[config.mk]
export PLATFORM = sky130hd
export DESIGN_NAME = bbox_crop_scaler
export DESIGN_NICKNAME = d
export VERILOG_FILES = /design/src/rtl/bbox_crop_scaler.sv
export SDC_FILE = /design/constraint.sdc
export NUM_CORES = 1
export LEC_CHECK = 0
export BUFFER_PORTS_ARGS = -buffer_cell sky130_fd_sc_hd__buf_2
export CORE_MARGIN = 2
export CORE_UTILIZATION = 30
export CTS_CLUSTER_SIZE = 25
export DETAILED_ROUTE_END_ITERATION = 7
export PLACE_DENSITY = 0.45
export SETUP_SLACK_MARGIN = 0.3
export SKIP_LAST_GASP = 1
export SLEW_MARGIN = 20
export SYNTH_ARGS = -nofsm -noshare
export SYNTH_HDL_FRONTEND = slang
export SYNTH_SLANG_ARGS = --single-unit
[constraint.sdc]
create_clock -name clk -period 19.78 [get_ports clk]
set_input_delay 2.967 -clock clk [delete_from_list [all_inputs] [get_ports clk]]
set_output_delay 2.967 -clock clk [all_outputs]
set_load 0.01 [all_outputs]
[src/rtl/bbox_crop_scaler.sv]
// rtl/bbox_crop_scaler.sv - nearest-neighbour crop of a BMP bounding box into an OUT_DIM x OUT_DIM grey tile
// Optional build macro BBOX_CROP_INVERT_EN: emit 255 - grey (white-on-black) instead of grey.
module bbox_crop_scaler #(
    parameter int WIDTH   = 100,
    parameter int HEIGHT  = 100,
    parameter int OUT_DIM = 28,
    parameter int BG_GREY = 255
) (
    input  logic        clk,
    input  logic        rst_n,
    input  logic        start,
    input  logic [10:0] x_min,
    input  logic [10:0] x_max,
    input  logic [10:0] y_min,
    input  logic [10:0] y_max,
    output logic [31:0] addr,
    input  logic [15:0] rddata,
    output logic [7:0]  pix_data,
    output logic [5:0]  pix_x,
    output logic [5:0]  pix_y,
    output logic        pix_valid,
    input  logic        pix_ready,
    output logic        pix_last,
    output logic        busy,
    output logic        done
);

    typedef enum logic [3:0] {
        S_IDLE,
        S_SETUP,
        S_RD_R,
        S_CAP_R,
        S_RD_G,
        S_CAP_G,
        S_RD_B,
        S_CAP_B,
        S_EMIT,
        S_FINISHED
    } state_t;

    localparam logic [10:0] X_LAST = 11'(WIDTH - 1);
    localparam logic [10:0] Y_LAST = 11'(HEIGHT - 1);
    localparam logic [5:0]  O_LAST = 6'(OUT_DIM - 1);
    localparam logic [7:0]  BG     = 8'(BG_GREY);
`ifdef BBOX_CROP_INVERT_EN
    localparam logic [7:0]  BG_OUT = 8'd255 - BG;
`else
    localparam logic [7:0]  BG_OUT = BG;
`endif

    state_t      state, next_state;

    logic [10:0] bx0, by0, bw, bh;
    logic        box_empty;
    logic [5:0]  ox, oy;
    logic [7:0]  r_q, g_q;
    logic [31:0] addr_hold;

    logic [10:0] cx_min, cx_max, cy_min, cy_max;
    logic        in_empty;
    logic        at_last;
    logic [31:0] ox_bw, oy_bh, sx, sy, base;
    logic [9:0]  grey_sum;
    logic [7:0]  grey, grey_out;
    logic        unused_rd_hi;

    assign unused_rd_hi = ^rddata[15:8];

    // Emptiness is judged on the raw box: the box stage's "no foreground" values have min > max.
    always_comb begin
        cx_min   = (x_min >= 11'(WIDTH))  ? X_LAST : x_min;
        cx_max   = (x_max >= 11'(WIDTH))  ? X_LAST : x_max;
        cy_min   = (y_min >= 11'(HEIGHT)) ? Y_LAST : y_min;
        cy_max   = (y_max >= 11'(HEIGHT)) ? Y_LAST : y_max;
        in_empty = (x_min > x_max) || (y_min > y_max);
    end

    // Since ox < OUT_DIM the scaled offset is always < bw, so reads stay inside the box.
    always_comb begin
        ox_bw = 32'(ox) * 32'(bw);
        oy_bh = 32'(oy) * 32'(bh);
        sx    = 32'(bx0) + ox_bw / 32'(OUT_DIM);
        sy    = 32'(by0) + oy_bh / 32'(OUT_DIM);
        base  = (32'(HEIGHT - 1) - sy) * 32'(WIDTH * 3) + sx * 32'd3;
    end

    always_comb begin
        addr = addr_hold;
        case (state)
            S_RD_R:  addr = base;
            S_RD_G:  addr = base + 32'd1;
            S_RD_B:  addr = base + 32'd2;
            default: addr = addr_hold;
        endcase
    end

    always_comb begin
        grey_sum = {2'b00, r_q} + {1'b0, g_q, 1'b0} + {2'b00, rddata[7:0]};
        grey     = grey_sum[9:2];
`ifdef BBOX_CROP_INVERT_EN
        grey_out = 8'd255 - grey;
`else
        grey_out = grey;
`endif
    end

    assign at_last   = (ox == O_LAST) && (oy == O_LAST);
    assign pix_x     = ox;
    assign pix_y     = oy;
    assign pix_last  = pix_valid && at_last;

    always_comb begin
        next_state = state;
        case (state)
            S_IDLE:     if (start) next_state = S_SETUP;
            S_SETUP:    next_state = in_empty ? S_EMIT : S_RD_R;
            S_RD_R:     next_state = S_CAP_R;
            S_CAP_R:    next_state = S_RD_G;
            S_RD_G:     next_state = S_CAP_G;
            S_CAP_G:    next_state = S_RD_B;
            S_RD_B:     next_state = S_CAP_B;
            S_CAP_B:    next_state = S_EMIT;
            S_EMIT: begin
                if (pix_ready) begin
                    if (at_last)        next_state = S_FINISHED;
                    else if (box_empty) next_state = S_EMIT;
                    else                next_state = S_RD_R;
                end
            end
            S_FINISHED: if (start) next_state = S_SETUP;
            default:    next_state = S_IDLE;
        endcase
    end

    always_ff @(posedge clk or negedge rst_n) begin
        if (!rst_n) begin
            state     <= S_IDLE;
            pix_valid <= 1'b0;
            busy      <= 1'b0;
            done      <= 1'b0;
        end else begin
            state     <= next_state;
            pix_valid <= (next_state == S_EMIT);
            busy      <= (next_state != S_IDLE) && (next_state != S_FINISHED);
            done      <= (next_state == S_FINISHED);
        end
    end

    always_ff @(posedge clk or negedge rst_n) begin
        if (!rst_n) begin
            bx0       <= '0;
            by0       <= '0;
            bw        <= '0;
            bh        <= '0;
            box_empty <= 1'b0;
            ox        <= '0;
            oy        <= '0;
            r_q       <= '0;
            g_q       <= '0;
            pix_data  <= '0;
            addr_hold <= '0;
        end else begin
            if ((state == S_RD_R) || (state == S_RD_G) || (state == S_RD_B))
                addr_hold <= addr;
            case (state)
                S_SETUP: begin
                    bx0       <= cx_min;
                    by0       <= cy_min;
                    bw        <= cx_max - cx_min + 11'd1;
                    bh        <= cy_max - cy_min + 11'd1;
                    box_empty <= in_empty;
                    ox        <= '0;
                    oy        <= '0;
                    if (in_empty)
                        pix_data <= BG_OUT;
                end
                S_CAP_R: r_q      <= rddata[7:0];
                S_CAP_G: g_q      <= rddata[7:0];
                S_CAP_B: pix_data <= grey_out;
                S_EMIT: begin
                    if (pix_ready) begin
                        if (ox == O_LAST) begin
                            ox <= '0;
                            oy <= (oy == O_LAST) ? 6'd0 : oy + 6'd1;
                        end else begin
                            ox <= ox + 6'd1;
                        end
                    end
                end
                default: ;
            endcase
        end
    end

endmodule

Word level (Yosys, flattened, before mapping)
Index checks and enable logic that the tools add are counted.
{"block": "word_totals", "register_bits": 120, "inputBits": 64, "out_inout_bits": 56, "elab_cells": 92}
{"block": "op_classes", "add_sub_neg": 14, "n_mul": 4, "div_mod_pow": 2, "order_cmp": 6, "n_eq_ne": 17, "muxes": 20, "n_reduce_logical": 14}
{"operator": "case mux 32 bit (3 select lines)", "n": 1}
{"operator": "adder 11 x 32 -> 32 bit", "n": 2}
{"operator": "divider 17 x 5 -> 32 bit, second input constant", "n": 2}
{"operator": "greater-or-equal comparator 11 x 7 -> 1 bit, second input constant", "n": 4}
{"operator": "two-way mux 11 bit", "n": 4}
{"operator": "case mux 4 bit (9 select lines)", "n": 1}
{"operator": "multiplier 6 x 11 -> 17 bit", "n": 2}
{"operator": "adder 32 x 1 -> 32 bit, second input constant", "n": 1}
{"operator": "adder 32 x 2 -> 32 bit, second input constant", "n": 1}
{"operator": "adder 32 bit", "n": 1}
{"operator": "multiplier 32 x 2 -> 32 bit, second input constant", "n": 1}
{"operator": "multiplier 32 x 7 -> 30 bit, second input constant", "n": 1}
{"operator": "subtractor 7 x 32 -> 32 bit, first input constant", "n": 1}
{"operator": "two-way mux 6 bit", "n": 5}
{"operator": "case mux 6 bit (2 select lines)", "n": 2}
{"operator": "adder 11 x 1 -> 11 bit, second input constant", "n": 2}
{"operator": "> comparator 11 bit", "n": 2}
{"operator": "subtractor 11 bit", "n": 2}
{"operator": "two-way mux 4 bit", "n": 5}
{"operator": "equality test 4 x 3 -> 1 bit, second input constant", "n": 4}
{"operator": "equality test 4 bit, second input constant", "n": 4}
{"operator": "case mux 8 bit (2 select lines)", "n": 1}
{"operator": "adder 6 x 1 -> 6 bit, second input constant", "n": 2}
{"operator": "equality test 6 x 5 -> 1 bit, second input constant", "n": 2}
{"operator": "other kinds (15)", "n": 24}

Longest topological paths before layout
{"block": "depth", "word_depth": 8, "depth_mapped": 73, "depth_no_buf": 68}

Least setup slack after synthesis
No wires, ideal clock.
{"block": "synth_timing", "kind": "register to output", "start": "register oy[4], in the netlist pix_y[4]", "end": "output addr[30]", "t_arrival_ns": 15.941, "t_required_ns": 16.813, "setup_slack_ns": 0.872, "path_stages_with_launch": 68, "path_buffers": 3, "path_cell_list": "dfrtp_1 -> clkbuf_1 -> and2_1 -> fa_1 -> fa_1 -> inv_1 -> fa_1 -> inv_1 -> ha_1 -> buf_6 -> and2_4 -> a221o_1 -> a2111o_1 -> and3_4 -> o21ai_4 -> maj3_2 -> o32ai_4 -> or3_1 -> (+32 left out) -> o21ai_0 -> a21boi_0 -> nor2_1 -> fa_1 -> ha_1 -> o21ai_0 -> or2_2 -> nand4b_1 -> a211oi_1 -> inv_1 -> nor3_1 -> xnor2_1 -> nand4_1 -> nor4b_1 -> nor4b_1 -> a31oi_1 -> o31a_1 -> o31ai_1"}
{"block": "synth_via", "elab_chain_len": 8, "elab_cells_between_ends": 9, "classes_between": "add/sub: 5; mul: 2; div: 1; mux: 1"}
{"element": "start, declared", "line": "55", "source": "logic [5:0] ox, oy;"}
{"element": "start signal, assigned", "line": "184", "source": "oy <= (oy == O_LAST) ? 6'd0 : oy + 6'd1;"}
{"element": "multiplier 6 x 11 -> 17 bit (*)", "line": "81", "source": "oy_bh = 32'(oy) * 32'(bh);"}
{"element": "divider 17 x 5 -> 32 bit (*)", "line": "83", "source": "sy = 32'(by0) + oy_bh / 32'(OUT_DIM);"}
{"element": "adder 11 x 32 -> 32 bit (*)", "line": "83"}
{"element": "subtractor 7 x 32 -> 32 bit (*)", "line": "84", "source": "base = (32'(HEIGHT - 1) - sy) * 32'(WIDTH * 3) + sx * 32'd3;"}
{"element": "multiplier 32 x 7 -> 30 bit (*)", "line": "84"}
{"element": "adder 32 bit (*)", "line": "84"}
{"element": "adder 32 x 2 -> 32 bit or adder 32 x 1 -> 32 bit (tied branches)", "line": "92, 91"}
{"element": "case mux 32 bit (3 select lines) (*)", "line": "89", "source": "case (state)"}
{"element": "end, declared", "line": "16", "source": "output logic [31:0] addr,"}
Every way passes the cells marked *; elsewhere a longest branch is shown, timed or not.

Worst setup path after layout
{"block": "layout_timing", "start": "register oy[5], in the netlist pix_y[5]", "end": "output addr[30]"}
Same word-level chain as after synthesis.

==> flow_metrics.env <==
export IMPL_worstSetupPathType="reg2out"
export IMPL_die_w_um=264
export IMPL_ant_nets=0
export IMPL_place_ws_ps=-187
export IMPL_critPathLaunch="pix_y[5]$_DFFE_PN0P_"
export IMPL_crit_family="adder cells"
export IMPL_drive_above_1_share_pct=21.1
export IMPL_drtIter0Drc=1071
export IMPL_routabilityCongestion=0.850
export IMPL_synth_edf_count=0
export IMPL_cts_root_buf="clkbuf_16"
export IMPL_wl_per_cell_um=16.3
export IMPL_die_area_um2=69500
export IMPL_dpl_hpwl_mm=46.0
export IMPL_syn_cell_area_um2=20200
export IMPL_endpoint_kind="output pin"
export IMPL_seqCellArea_um2=3020
export IMPL_grt_overflow_total=0
export IMPL_n_fill_cell=6944
export IMPL_multi_input_area_um2=17300
export IMPL_antenna_found_initial=2
export IMPL_async_flop_share_pct=100
export IMPL_hold_path_class="reg2reg"
export IMPL_hold_viol_final=0
export IMPL_numPortBuffers=111
export IMPL_cts_htree_levels=4
export IMPL_hold_ws_ps=461
export IMPL_placed_area_um2=22300
export IMPL_r2r_start="pix_y[5]$_DFFE_PN0P_"
export IMPL_timing_max_cap_violations=0
export IMPL_initial_core_util_pct=30.2
export IMPL_critPathLaunchType="flop"
export IMPL_synth_area_per_cell_um2=8.18
export IMPL_r2r_setup_slack_ps=4280
export IMPL_grt_usage_pct=16.7
export IMPL_max_freq_ghz=0.0529
export IMPL_grt_pass1_wl_mm=95.2
export IMPL_path_clk_slew_ps=60
export IMPL_syn_inst=2474
export IMPL_finalCritPeriodShare_pct=95.6
export IMPL_cp_max_fo=6
export IMPL_critical_path_depth=72
export IMPL_num_antenna_cells=0
export IMPL_synth_top_flop_cell="dfrtp_1"
export IMPL_area_growth_pct=24.1
export IMPL_final_area_um2=25100
export IMPL_finClkSkew_ps=20.1
export IMPL_status="complete, no violations"
export IMPL_nets=3188
export IMPL_fin_crit_ps=18900
export IMPL_rows=95
export IMPL_io_pins=120
export IMPL_synth_seq_cells=120
export IMPL_worstPathRequired_ps=16810
export IMPL_crit_end="addr[30]"
export IMPL_core_area_um2=66900
export IMPL_synth_adder_area_share_pct=30.4
export IMPL_grt_start_max_net_pins=76
export IMPL_drc=0
export IMPL_cp_buffers_inverters=15
export IMPL_slew_headroom_pct=30.0
export IMPL_timing_final_ws_setup_ps=880
export IMPL_worstMarginPinSlew_ps=1040
export IMPL_rsz0062_at_grt="true"
export IMPL_synth_cell_types=106
export IMPL_synth_area_mux_share_pct=1.45
export IMPL_synth_top_family_by_area="adder cells"
export IMPL_cp_slowest_stage_delay_ps=570
export IMPL_slew_viol_final=0
export IMPL_setup_viol=0
export IMPL_holdBufCountCts=0
export IMPL_critPathArrivalTime_ps=15930
export IMPL_cp_slowest_cell="fa_1"
export IMPL_r2r_cells=72
export IMPL_clock_latency_ps=480
export IMPL_grt_pass1_vias=18200
export IMPL_synth_xor_area_share_pct=6.06
export IMPL_die_height_um=264
export IMPL_r2r_end="addr_hold[30]$_DFFE_PN0P_"
export IMPL_num_vias=18500
export IMPL_cts_buffers=17
export IMPL_clock_path_buffers=2
export IMPL_synth_simple_area_share_pct=18.1
export IMPL_synth_warnings=0
export IMPL_cts_tree="done"
export IMPL_firstDrtPassIters=5
export IMPL_synth_compound_area_share_pct=21.8
export IMPL_via_per_inst=5.14
export IMPL_synth_seq_area_share_pct=14.8
export IMPL_clock_sinks=120
export IMPL_totalWireLength_mm=58.7
==> final cells by class <==
type                            count  share of cell area (%)
Clock buffer                       21                    1.87
Clock inverter                     10                   0.479
Inverter                          327                    4.90
Multi-Input combinational cell   1980                    68.8
Sequential cell                   120                    12.0
Tap cell                          873                    4.35
Timing Repair Buffer              278                    7.51
==> cell usage in the layout, fill, tap and decap left out, types with 17 or more instances in the layout <==
| master | count |
|---|---|
| a21oi_1 | 135 |
| xnor2_1 | 74 |
| nor3_1 | 46 |
| a21o_1 | 36 |
| o21ai_0 | 140 |
| ha_1 | 226 |
| nand2_1 | 236 |
| fa_1 | 145 |
| buf_2 | 110 |
| dfrtp_1 | 108 |
| inv_1 | 310 |
| ha_4 | 25 |
| nor2_1 | 125 |
| nor2b_1 | 22 |
| and2_1 | 83 |
| nand4_1 | 23 |
| nand2b_1 | 27 |
| xor2_1 | 41 |
| o21ai_1 | 20 |
| o21a_1 | 21 |
| mux2_2 | 18 |
| buf_4 | 153 |
| clkbuf_16 | 17 |
| nand3_1 | 52 |
| o21bai_1 | 30 |
==> metal layers <==
metal / global-route usage (%) / part of all wire (%) / vias up
met5: 0 / 0 / -
li1: - / - / 9151
met1: 22.5 / 47 / 9076
met4: 4.36 / 1.4 / 0
met2: 27.7 / 49 / 269
met3: 2.56 / 3.2 / 53
==> worst reg2reg max path: cells and delay by family (launching register included) <==
| family | cells | cell delay (ps) |
|---|---|---|
| AO/OA/AOI/OAI | 22 | 4560 |
| XOR/XNOR | 3 | 580 |
| adder cells (fa/ha/maj) | 16 | 5660 |
| buffers and inverters | 15 | 1610 |
| flip-flops | 1 | 460 |
| AND/OR/NAND/NOR | 16 | 2530 |
==> how the worst min path moves through the flow <==
stage / from / end / slack, ps / cells past startpoint
floorplan: addr_hold[11]$_DFFE_PN0P_ / addr_hold[11]$_DFFE_PN0P_ / 430 / 2
global placement: addr_hold[11]$_DFFE_PN0P_ / addr_hold[11]$_DFFE_PN0P_ / 450 / 2
detailed placement: addr_hold[11]$_DFFE_PN0P_ / addr_hold[11]$_DFFE_PN0P_ / 450 / 2
CTS: addr_hold[11]$_DFFE_PN0P_ / addr_hold[11]$_DFFE_PN0P_ / 470 / 2
global route: addr_hold[11]$_DFFE_PN0P_ / addr_hold[11]$_DFFE_PN0P_ / 510 / 2
finish: addr_hold[11]$_DFFE_PN0P_ / addr_hold[11]$_DFFE_PN0P_ / 460 / 2
==> Yosys cell counts, drive strengths merged (31+ instances only) <==
cell | number | area [um2]
a21o | 36 | 270
a21oi | 148 | 778
and2 | 93 | 584
clkbuf | 51 | 193
dfrtp | 120 | 3000
fa | 146 | 2920
ha | 254 | 3180
inv | 327 | 1230
nand2 | 241 | 905
nand3 | 64 | 325
nor2 | 135 | 507
nor3 | 56 | 292
o21ai | 170 | 866
o21bai | 31 | 233
xnor2 | 91 | 797
xor2 | 48 | 428
==> state kept, by name, indices dropped and copies added (netlist names) <==
name	count
addr_hold	32
bh	11
bw	11
bx0	11
by0	11
g_q	8
pix_data	8
r_q	8
pix_x	6
pix_y	6
state	4
box_empty	1
busy	1
done	1
pix_valid	1
==> stage by stage <==
step,util [%],TNS [ps],instances
2_1_floorplan,-,0,2486
3_3_place_gp,33.3,-109,3488
3_5_place_dp,33.3,-187,3488
4_1_cts,35.3,0,3557
5_1_grt,37.5,0,3609
6_report,37.5,0,3609
==> what timing repair did <==
action	4_1_cts	5_1_grt
pin swaps	49	137
resized for setup	88	199
buffers inserted	38	52
setup endpoints to repair	12	14
==> kinds of logic after synthesis <==
kind of cell             count (synthesis)
other                                    2
AND/OR/NAND/NOR                        747
multiplexers                            27
flip-flops                             120
AO/OA/AOI/OAI                          648
adder cells (fa/ha/maj)                405
buffers and inverters                  386
XOR/XNOR                               139
Power is not shown: default switching activity piles up to over one toggle a cycle in this logic, so the estimate is an artifact.
